--- src/rtl/nibble_serial_adder_ctrl.sv ---
// Serial W-bit add/subtract through one shared 4-bit ripple adder.
// One nibble per clock, LSB first, with valid/ready on request and result.
module full_adder_4bit (
    input  logic [3:0] a,
    input  logic [3:0] b,
    input  logic       cin,
    output logic [3:0] sum,
    output logic       cout
);
    logic [4:0] c;

    always_comb begin
        c    = '0;
        sum  = '0;
        c[0] = cin;
        for (int i = 0; i < 4; i++) begin
            sum[i]   = a[i] ^ b[i] ^ c[i];
            c[i+1]   = (a[i] & b[i]) | (c[i] & (a[i] ^ b[i]));
        end
        cout = c[4];
    end
endmodule

module nibble_serial_adder_ctrl #(
    parameter int NIBBLES = 4
) (
    input  logic                 clk,
    input  logic                 rst,
    input  logic                 req_valid,
    output logic                 req_ready,
    input  logic [4*NIBBLES-1:0] a,
    input  logic [4*NIBBLES-1:0] b,
    input  logic                 op,
    input  logic                 cin,
    output logic                 res_valid,
    input  logic                 res_ready,
    output logic [4*NIBBLES-1:0] result,
    output logic                 cout,
    output logic                 ovf,
    output logic                 busy
);
    localparam int W  = 4 * NIBBLES;
    localparam int IW = (NIBBLES > 1) ? $clog2(NIBBLES) : 1;

    typedef enum logic [1:0] {
        IDLE = 2'd0,
        RUN  = 2'd1,
        DONE = 2'd2
    } state_t;

    state_t state_q, state_d;

    logic [W-1:0]  a_q, b_q;
    logic          carry_q;
    logic [IW-1:0] idx_q;
    logic [W-1:0]  result_q;
    logic          cout_q, ovf_q, res_valid_q;

    logic          accept, step, last, release_res;
    logic [IW+1:0] sh;
    logic [W-1:0]  a_sh, b_sh, nib_mask, sum_w;
    logic [3:0]    nib_sum;
    logic          nib_cout;

    assign last = (idx_q == IW'(NIBBLES - 1));

    always_comb begin
        state_d     = state_q;
        accept      = 1'b0;
        step        = 1'b0;
        release_res = 1'b0;
        unique case (state_q)
            IDLE: begin
                if (req_valid) begin
                    accept  = 1'b1;
                    state_d = RUN;
                end
            end
            RUN: begin
                step = 1'b1;
                if (last) state_d = DONE;
            end
            DONE: begin
                if (res_ready) begin
                    release_res = 1'b1;
                    state_d     = IDLE;
                end
            end
            default: state_d = IDLE;
        endcase
    end

    always_ff @(posedge clk) begin
        if (rst) state_q <= IDLE;
        else     state_q <= state_d;
    end

    // Nibble select by shifting keeps every index in range for any NIBBLES.
    assign sh       = {idx_q, 2'b00};
    assign a_sh     = a_q >> sh;
    assign b_sh     = b_q >> sh;
    assign nib_mask = W'(4'hF) << sh;
    assign sum_w    = W'(nib_sum) << sh;

    full_adder_4bit u_fa (
        .a    (a_sh[3:0]),
        .b    (b_sh[3:0]),
        .cin  (carry_q),
        .sum  (nib_sum),
        .cout (nib_cout)
    );

    always_ff @(posedge clk) begin
        if (rst) begin
            a_q         <= '0;
            b_q         <= '0;
            carry_q     <= 1'b0;
            idx_q       <= '0;
            result_q    <= '0;
            cout_q      <= 1'b0;
            ovf_q       <= 1'b0;
            res_valid_q <= 1'b0;
        end else begin
            if (accept) begin
                a_q      <= a;
                b_q      <= op ? ~b : b;
                carry_q  <= op | cin;
                idx_q    <= '0;
                result_q <= '0;
                cout_q   <= 1'b0;
            end
            if (step) begin
                result_q <= (result_q & ~nib_mask) | sum_w;
                carry_q  <= nib_cout;
                idx_q    <= idx_q + IW'(1);
                if (last) begin
                    cout_q      <= nib_cout;
                    ovf_q       <= (a_q[W-1] == b_q[W-1]) &&
                                   (nib_sum[3] != a_q[W-1]);
                    res_valid_q <= 1'b1;
                end
            end
            if (release_res) res_valid_q <= 1'b0;
        end
    end

    assign req_ready = (state_q == IDLE);
    assign busy      = (state_q == RUN);
    assign res_valid = res_valid_q;
    assign result    = result_q;
    assign cout      = cout_q;
    assign ovf       = ovf_q;
endmodule

--- config.mk ---
export PLATFORM = sky130hd
export DESIGN_NAME = nibble_serial_adder_ctrl
export DESIGN_NICKNAME = d
export VERILOG_FILES = /design/src/rtl/nibble_serial_adder_ctrl.sv
export SDC_FILE = /design/constraint.sdc
export NUM_CORES = 1
export LEC_CHECK = 0
export BUFFER_PORTS_ARGS = -buffer_cell sky130_fd_sc_hd__clkbuf_2
export CAP_MARGIN = 20
export CORE_ASPECT_RATIO = 1.2
export CORE_MARGIN = 2
export CORE_UTILIZATION = 56
export CTS_BUF_LIST = sky130_fd_sc_hd__clkbuf_8
export DETAILED_ROUTE_END_ITERATION = 10
export HOLD_SLACK_MARGIN = 0.02
export PLACE_DENSITY = 0.79
export SLEW_MARGIN = 20
export SYNTH_ARGS = -nofsm -noshare
export SYNTH_HDL_FRONTEND = slang
export SYNTH_SLANG_ARGS = --single-unit
--- constraint.sdc ---
create_clock -name clk -period 3.8 [get_ports clk]
set_clock_uncertainty 0.15 [all_clocks]
set_input_delay 0.76 -clock clk [delete_from_list [all_inputs] [get_ports clk]]
set_output_delay 0.76 -clock clk [all_outputs]
set_load 0.005 [all_outputs]
Word-level counts from Yosys, hierarchy flattened

Cells that the tools add are included.

Flip-flop bits (word level): 56
Input bits: 38
Output and inout port bits: 21
Logic and storage cells: 72

Add/subtract/negate cells: 1
Equal/unequal tests: 8
Shift-type cells: 4
Multiplexer cells: 19
Bitwise operators: 25
Reduce and logical (&&, ||, !) cells: 6

Operators by type and width:

| cell                 | number |
|---|---|
| $mux 16              | 3 |
| $not 16->16          | 2 |
| $shr 16x4->4         | 2 |
| $and 16x16->16       | 1 |
| $or 16x16->16        | 1 |
| $shl 4x4->16         | 1 |
| $shl 4x4->16 const A | 1 |
| $mux 1               | 10 |
| $mux 2               | 5 |
| $and 1x1->1          | 8 |
| $xor 1x1->1          | 8 |
| $pmux 2 s3           | 1 |
| $or 1x1->1           | 5 |
| $eq 2x2->1 const B   | 2 |
| $ne 2x2->1 const B   | 2 |
| $reduce_and 3->1     | 1 |
| $add 2x1->2 const B  | 1 |
| $eq 2x1->1 const B   | 1 |
| $logic_not 2->1      | 1 |
| $ne 2x1->1 const B   | 1 |
| $reduce_and 2->1     | 1 |
| $reduce_bool 2->1    | 1 |
| $reduce_or 2->1      | 1 |
| $eq 1x1->1           | 1 |
| other kinds (2)      | 2 |

Logic depth before layout (Yosys ltp)

Gate-level depths: netlist of run 1.

Depth in word-level cells: 12
Mapped depth: 11
Depth with buffers taken out: 10

Cells and area by module

Synthesis of run 1 repeated with hierarchy kept, for this count alone.

Cells, all modules: 263
Area total of the unflattened synthesis: 2678.8 um^2

Modules (own cells, without submodules):

| module                   | instances | cells each | area an instance (um^2) | seq. area each (um^2) |
|---|---|---|---|---|
| nibble_serial_adder_ctrl | 1         | 249        | 2561.2                  | 1121.1 |
| full_adder_4bit          | 1         | 14         | 117.6                   | 0.0 |

Worst setup path before layout of run 1

No wires, ideal clock.

Path type: register to register
Start point: register idx_q[0]
End point: register ovf_q (netlist: ovf)
Setup time: 0.086 ns
Arrival: 2.848 ns
Required time: 3.564 ns
Path slack: 0.716 ns
Cell stages (with the launch flop): 11
Path buffers: 1
Period minus slack after synthesis: 3.084 ns
Path through: dfxtp_1 -> buf_2 -> mux4_2 -> fa_1 -> inv_1 -> fa_1 -> fa_1 -> inv_1 -> fa_1 -> nand3b_1 -> a211oi_1

Cells in the longest elaborated chain, start to end: 11
Elaborated cells on any way between the ends: 20
Classes of those cells: eq/ne: 2; shift: 2; bitwise: 14; reduce/logical: 2

RTL lines:

| element                         | line     | source |
|---|---|---|
| start: declaration              | 55       | `logic [IW-1:0] idx_q;` |
| start signal: assignment        | 135      | `idx_q <= idx_q + IW'(1);` |
| $shr 16x4->4 (on tied branches) | 100, 101 |  |
| $xor 1x1->1                     | 18       | `c[i+1] = (a[i] & b[i]) \| (c[i] & (a[i] ^ b[i]));` |
| $and 1x1->1                     | 18       |  |
| $or 1x1->1                      | 18       |  |
| $and 1x1->1                     | 18       |  |
| $or 1x1->1                      | 18       |  |
| $and 1x1->1                     | 18       |  |
| $or 1x1->1                      | 18       |  |
| $xor 1x1->1                     | 17       | `sum[i] = a[i] ^ b[i] ^ c[i];` |
| $ne 1x1->1                      | 139      | `(nib_sum[3] != a_q[W-1]);` |
| $logic_and 1x1->1               | 138      | `ovf_q <= (a_q[W-1] == b_q[W-1]) &&` |
| end signal: assignment          | 138      |  |
| end: declaration                | 57       | `logic cout_q, ovf_q, res_valid_q;` |

Several ways; a longest one is shown, not always the timed one.
A chain may end at the register's enable or synchronous reset.

Worst setup path in the final report of run 1

Ends and elaborated chain as after synthesis.

==> flow_metrics.py, run 1 <==
metrics = {
    "status": {
        "outcome": "finished, final reports clean",
    },
    "global_route": {
        "grt_pass1_vias": 1879,
        "grt_usage_pct": 21.7,
        "grt_overflow": 0,
        "antenna_found_initial": 0,
        "grt_start_max_net_pins": 51,
        "grt_pass1_wl_microns": 8690,
    },
    "sta": {
        "timing.final.crit_period_ns": 3.26,
        "fmax_ghz": 0.307,
        "grt_setup_unrepaired": "false",
        "finalHoldViolCount": 0,
        "slew_viol_final": 0,
        "period_share_pct": 85.8,
        "final-setup-viol-count": 0,
        "finalSetupTns_ns": 0,
        "slew_headroom_pct": 32.5,
        "postLayoutSetupSlackWorst_ns": 0.540,
        "hold_ws_ns": 0.316,
        "worst_pin_slew_ns": 1.01,
    },
    "logic_synthesis": {
        "synth_ff_type": "dfxtp_1",
        "synth.distinct_cells": 41,
        "syn-cell-area_sq_mm": 0.00260,
        "synth-edff-count": 0,
        "avgSynthCellArea_sq_um": 9.93,
        "synth_xor_area_share_pct": 5.38,
        "synth_nets": 308,
        "synth-async-reset-ratio_pct": 0,
        "synth_compound_area_share_pct": 17.2,
        "synthSimpleGateAreaFrac_pct": 14.2,
        "yosys_warnings": 0,
        "ys_seq_elements": 56,
        "synth_top_family_by_area": "compound AO/OA/AOI/OAI gates",
        "netlist_instances": 262,
        "synth_mux_area_share_pct": 8.89,
        "yosys.area_share.adder_pct": 5.00,
        "ys_seq_area_share_pct": 43.1,
    },
    "die": {
        "die_w_microns": 66.2,
        "die_h_microns": 78.7,
        "core-area_sq_mm": 0.00453,
        "ioPinCount": 59,
        "die_area_sq_mm": 0.00521,
        "start_util_pct": 57.5,
        "num_rows": 27,
    },
    "clock_tree": {
        "worstSkewPairLatency_ns": 0.30,
        "cts_setup_buffers": 0,
        "holdBufCountCts": 0,
        "cts_resized": 0,
        "cts_buffers": 5,
        "clock_sinks": 56,
        "htreeDepth": 2,
        "clock_path_buffers": 2,
        "cts_tree": "yes",
        "path_clk_slew_ns": 0.09,
        "cts_root_buf": "clkbuf_8",
    },
    "worst_setup_path": {
        "worst_r2r_path_depth": 9,
        "start_kind": "flop",
        "path_buf_inv": 2,
        "cp_top_family": "adder cells",
        "path_class": "reg -> reg",
        "arrival_ns": 3.32,
        "crit_fanout": 11,
        "critPathSlowestCell": "dfxtp_1",
        "worst-path-stages": 9,
        "cpMostUsedCell": "fa_1",
        "critPathCaptureType": "flop",
        "required_ns": 3.86,
        "cpPeakStageDelay_ns": 0.64,
        "crit_chain": "mux4_2 > fa_1 > inv_1 > fa_1 > fa_1 > inv_1 > fa_1 > nand3b_1 > a211oi_1",
    },
    "finish": {
        "layout-drive-gt1-share_pct": 26.9,
        "fin_util_pct": 65.1,
        "nets": 358,
        "synthToLayoutAreaGrowth_pct": 13.3,
        "final_cells": 370,
        "design_area_sq_mm": 0.00295,
        "diodes": 0,
    },
    "pwr": {
        "power_density_mw_per_mm2": 388,
        "ir_drop_v": 0.000202,
        "fin_total_pwr_mw": 1.14,
        "p_leak_nw": 1.19,
    },
    "job": {
        "maxCapViolCount": 0,
    },
    "detailed_routing": {
        "drc": 0,
        "via_count": 1979,
        "routed_wl_microns": 5090,
        "wl_per_cell_microns": 13.8,
        "vias_per_cell": 5.35,
        "drtPass1Iterations": 4,
        "drtIter0Drc": 100,
        "ant_nets": 0,
    },
    "worst_hold_path": {
        "hp-class": "reg -> reg",
        "hold_path_depth": 2,
    },
    "place": {
        "place_congestion": 0.871,
        "place_inst": 363,
        "dp_hpwl_microns": 3880,
        "postPlaceCellArea_sq_mm": 0.00287,
        "io_buffers": 58,
        "dpl_worst_slack_ns": 0.527,
    },
}
final timing paths:
check / from / to / slack, ns
setup / recovery: idx_q[0]$_SDFFE_PP0P_ / ovf$_SDFFE_PP0P_ / 0.54
hold / removal: a_q[9]$_SDFFE_PP0P_ / a_q[9]$_SDFFE_PP0P_ / 0.32
setup reg to reg: idx_q[0]$_SDFFE_PP0P_ / ovf$_SDFFE_PP0P_ / 0.54
hold reg to reg: a_q[9]$_SDFFE_PP0P_ / a_q[9]$_SDFFE_PP0P_ / 0.32
cell type report:
class | instances | area [sq um]
fill | 409 | 1580
multi-input combinational | 177 | 1320
tap | 58 | 72.6
inverter | 11 | 41.3
clock inverter | 2 | 12.5
sequential | 56 | 1120
clock buffer | 5 | 68.8
timing repair buffer | 61 | 313
cell families (layout without fill, tap and decap cells):
family,count (synthesis),after routing
and+or+nand+nor,78,78
adders and majority gates,8,8
xor gates and xnor gates,16,16
AOI/OAI and AO/OA,63,63
DFF,56,56
buffers and inverters,29,79
muxes,12,12
power breakdown:
group	switching [mW]	total [mW]	internal [mW]
registers	0.0260	0.645	0.619
logic	0.102	0.193	0.0908
clock network	0.179	0.306	0.127
tightest hold or removal path, delay by kind of cell, from the launching register on:
kind	cells	cell delay, ns
DFF	1	0.32
and+or+nand+nor	1	0.05
AOI/OAI and AO/OA	1	0.05
routing by layer:
layer	part of all wire (%)	up-vias	track usage [%]	wire (microns)
met2	50	55	37.1	2560
met5	0	-	0	0
met3	4.7	9	4.44	237
met1	43	899	26.6	2200
met4	1.8	0	7.76	92
li1	-	1016	-	-
sequential cells by signal, summed over array words and instances, names as in the netlist:
| signal | cells |
|---|---|
| a_q | 16 |
| b_q | 16 |
| carry_q | 1 |
| cout | 1 |
| idx_q | 2 |
| ovf | 1 |
| res_valid | 1 |
| result | 16 |
| state_q | 2 |
cells in the mapped netlist (2+ instances only):
cell type	n	share of area, %
buf_4	4	1.2
inv_1	10	1.4
fa_1	4	3.1
a22o_1	8	2.7
nand3b_1	2	0.58
mux2_2	2	0.87
xnor2_1	16	5.4
nor2_1	24	3.5
and3_1	2	0.48
dfxtp_1	56	43
buf_2	5	0.96
ha_1	4	1.9
nor4_1	2	0.48
o21ai_0	2	0.38
nand2_1	35	5.0
mux4_2	7	6.1
buf_6	3	1.3
or4_1	2	0.58
o2bb2ai_1	8	2.7
a21oi_1	22	4.2
clkbuf_1	5	0.72
a211oi_1	17	4.9
nand3_1	4	0.77
layout by cell type, fill, tap and decap left out, types with 3 or more instances in the layout:
master	synthesis	final
a211oi_1	17	17
a21oi_1	22	22
a22o_1	8	8
buf_4	4	3
clkbuf_2	0	58
clkbuf_8	1	5
dfxtp_1	56	56
fa_1	4	4
ha_1	4	4
inv_1	10	11
mux4_2	7	7
nand2_1	35	35
nand3_1	4	4
nor2_1	24	24
o2bb2ai_1	8	8
xnor2_1	16	16
Note: power is estimated with default switching activity, not from simulation.
==> run 2, diff against run 1 <==
Settings changed: CORE_UTILIZATION 56 to 50, PLACE_DENSITY 0.79 to 0.75.
Clock period 3.8 ns to 2.62 ns, I/O delays scaled along.
==> flow_metrics.py, run 2 (same netlist as run 1, synthesis figures left out) <==
metrics = {
    "status": {
        "outcome": "complete, but fails checks",
        "violations": "negative setup slack",
    },
    "sta": {
        "finalHoldViolCount": 0,
        "period_share_pct": 107,
        "slew_viol_final": 0,
        "slew_headroom_pct": 58.1,
        "timing.final.crit_period_ns": 2.81,
        "finalSetupTns_ns": -0.936,
        "grt_setup_unrepaired": "true",
        "final-setup-viol-count": 6,
        "fmax_ghz": 0.356,
        "worst_pin_slew_ns": 0.628,
        "postLayoutSetupSlackWorst_ns": -0.192,
    },
    "die": {
        "num_rows": 28,
        "die_w_microns": 69.9,
        "die_area_sq_mm": 0.00580,
        "ioPinCount": 59,
        "core-area_sq_mm": 0.00497,
        "die_h_microns": 83.0,
        "start_util_pct": 52.3,
    },
    "pwr": {
        "p_leak_nw": 1.23,
        "ir_drop_v": 0.000289,
        "fin_total_pwr_mw": 1.68,
        "power_density_mw_per_mm2": 554,
    },
    "clock_tree": {
        "cts_tree": "yes",
        "worstSkewPairLatency_ns": 0.31,
        "htreeDepth": 2,
        "cts_buffers": 5,
        "clock_sinks": 56,
        "cts_root_buf": "clkbuf_8",
        "holdBufCountCts": 0,
        "path_clk_slew_ns": 0.10,
        "clock_path_buffers": 2,
    },
    "finish": {
        "num-fill-cells": 450,
        "seqCellArea_sq_mm": 0.00113,
        "layout_commonest_cell": "clkbuf_2",
        "layout-drive-gt1-share_pct": 31.5,
        "diodes": 0,
        "synthToLayoutAreaGrowth_pct": 16.4,
        "multiInputGateArea_sq_mm": 0.00133,
        "layout_common_cells": "58 x clkbuf_2, 54 x dfxtp_1, 35 x nand2_1",
        "nets": 366,
    },
    "global_route": {
        "top_usage_layer": "met2",
        "grt_pass1_vias": 1993,
        "grt_pass1_wl_microns": 8980,
        "antenna_found_initial": 0,
        "grt_usage_pct": 19.1,
        "grt_overflow": 0,
        "grtUsageMet2_pct": 32.5,
        "grt_use_met3_pct": 4.37,
        "use_met1_pct": 23.9,
        "grt_start_max_net_pins": 50,
    },
    "worst_hold_path": {
        "hp-class": "in -> reg",
    },
    "detailed_routing": {
        "vias_per_cell": 5.34,
        "drc": 0,
        "drtIter0Drc": 67,
        "routed_wl_microns": 5240,
        "via_count": 2033,
        "ant_nets": 0,
        "wl_per_cell_microns": 13.8,
        "drtPass1Iterations": 4,
    },
    "worst_setup_path": {
        "required_ns": 2.70,
        "critPathCaptureType": "flop",
        "arrival_ns": 2.89,
        "start_kind": "flop",
        "path_class": "reg -> reg",
        "crit_fanout": 4,
    },
    "place": {
        "place_congestion": 0.796,
        "io_buffers": 58,
        "dp_hpwl_microns": 4080,
    },
    "job": {
        "maxCapViolCount": 0,
    },
}
[run 2: routing by layer]
layer / wire length (microns) / share of wire [%] / vias to the layer above
met5: 0 / 0 / -
met4: 89 / 1.7 / 0
met3: 257 / 4.9 / 10
met2: 2600 / 50 / 55
met1: 2290 / 44 / 932
li1: - / - / 1036
[run 2: repair_timing]
item / in CTS / in global routing
endpoints found under the setup margin: 6 / 6
gates resized for setup: 4 / 0
pin swaps: 4 / 1
buffers inserted: 2 / 0
[run 2: final timing paths]
| path | endpoint | slack [ns] | start | depth (start not counted) |
|---|---|---|---|---|
| setup / recovery | ovf$_SDFFE_PP0P_ | -0.19 | idx_q[1]$_SDFFE_PP0P_ | 9 |
| hold / removal | a_q[2]$_SDFFE_PP0P_ | 0.27 | a[2] | 3 |
| hold reg to reg | a_q[3]$_SDFFE_PP0P_ | 0.31 | a_q[3]$_SDFFE_PP0P_ | 2 |
| setup reg to reg | ovf$_SDFFE_PP0P_ | -0.19 | idx_q[1]$_SDFFE_PP0P_ | 9 |
[run 2: critical path, cell delays in order, from the launching register on]
cell and delay [ns]:
dfxtp_2 0.35, mux4_2 0.53, fa_2 0.37, inv_2 0.06, fa_2 0.19, fa_2 0.19, inv_2 0.04, fa_2 0.45
nand3b_1 0.19, a211oi_2 0.22
[run 2: report_power, final]
part,internal (mW),switching (mW)
registers,0.898,0.0343
clock network,0.180,0.258
logic,0.150,0.158
[run 2: metrics by stage]
step | worst slack, ns | cell area [sq um] | cells | utilization, % | hold WS (ns)
global placement | -0.134 | 2930 | 371 | 58.8 | 0.290
detailed placement | -0.245 | 2930 | 371 | 58.8 | 0.297
global route | -0.269 | 3030 | 381 | 60.9 | 0.269
finish | -0.192 | 3030 | 381 | 60.9 | 0.270
CTS | -0.198 | 3030 | 381 | 60.9 | 0.267
floorplan | -0.241 | 2630 | 262 | - | 0.283
[run 2: final cells by class]
type / count / share of cell area (%)
Multi-Input combinational cell: 177 / 44.0
Sequential cell: 56 / 37.2
Timing Repair Buffer: 69 / 12.3
Tap cell: 60 / 2.48
Clock buffer: 5 / 2.27
Inverter: 11 / 1.36
Clock inverter: 3 / 0.413
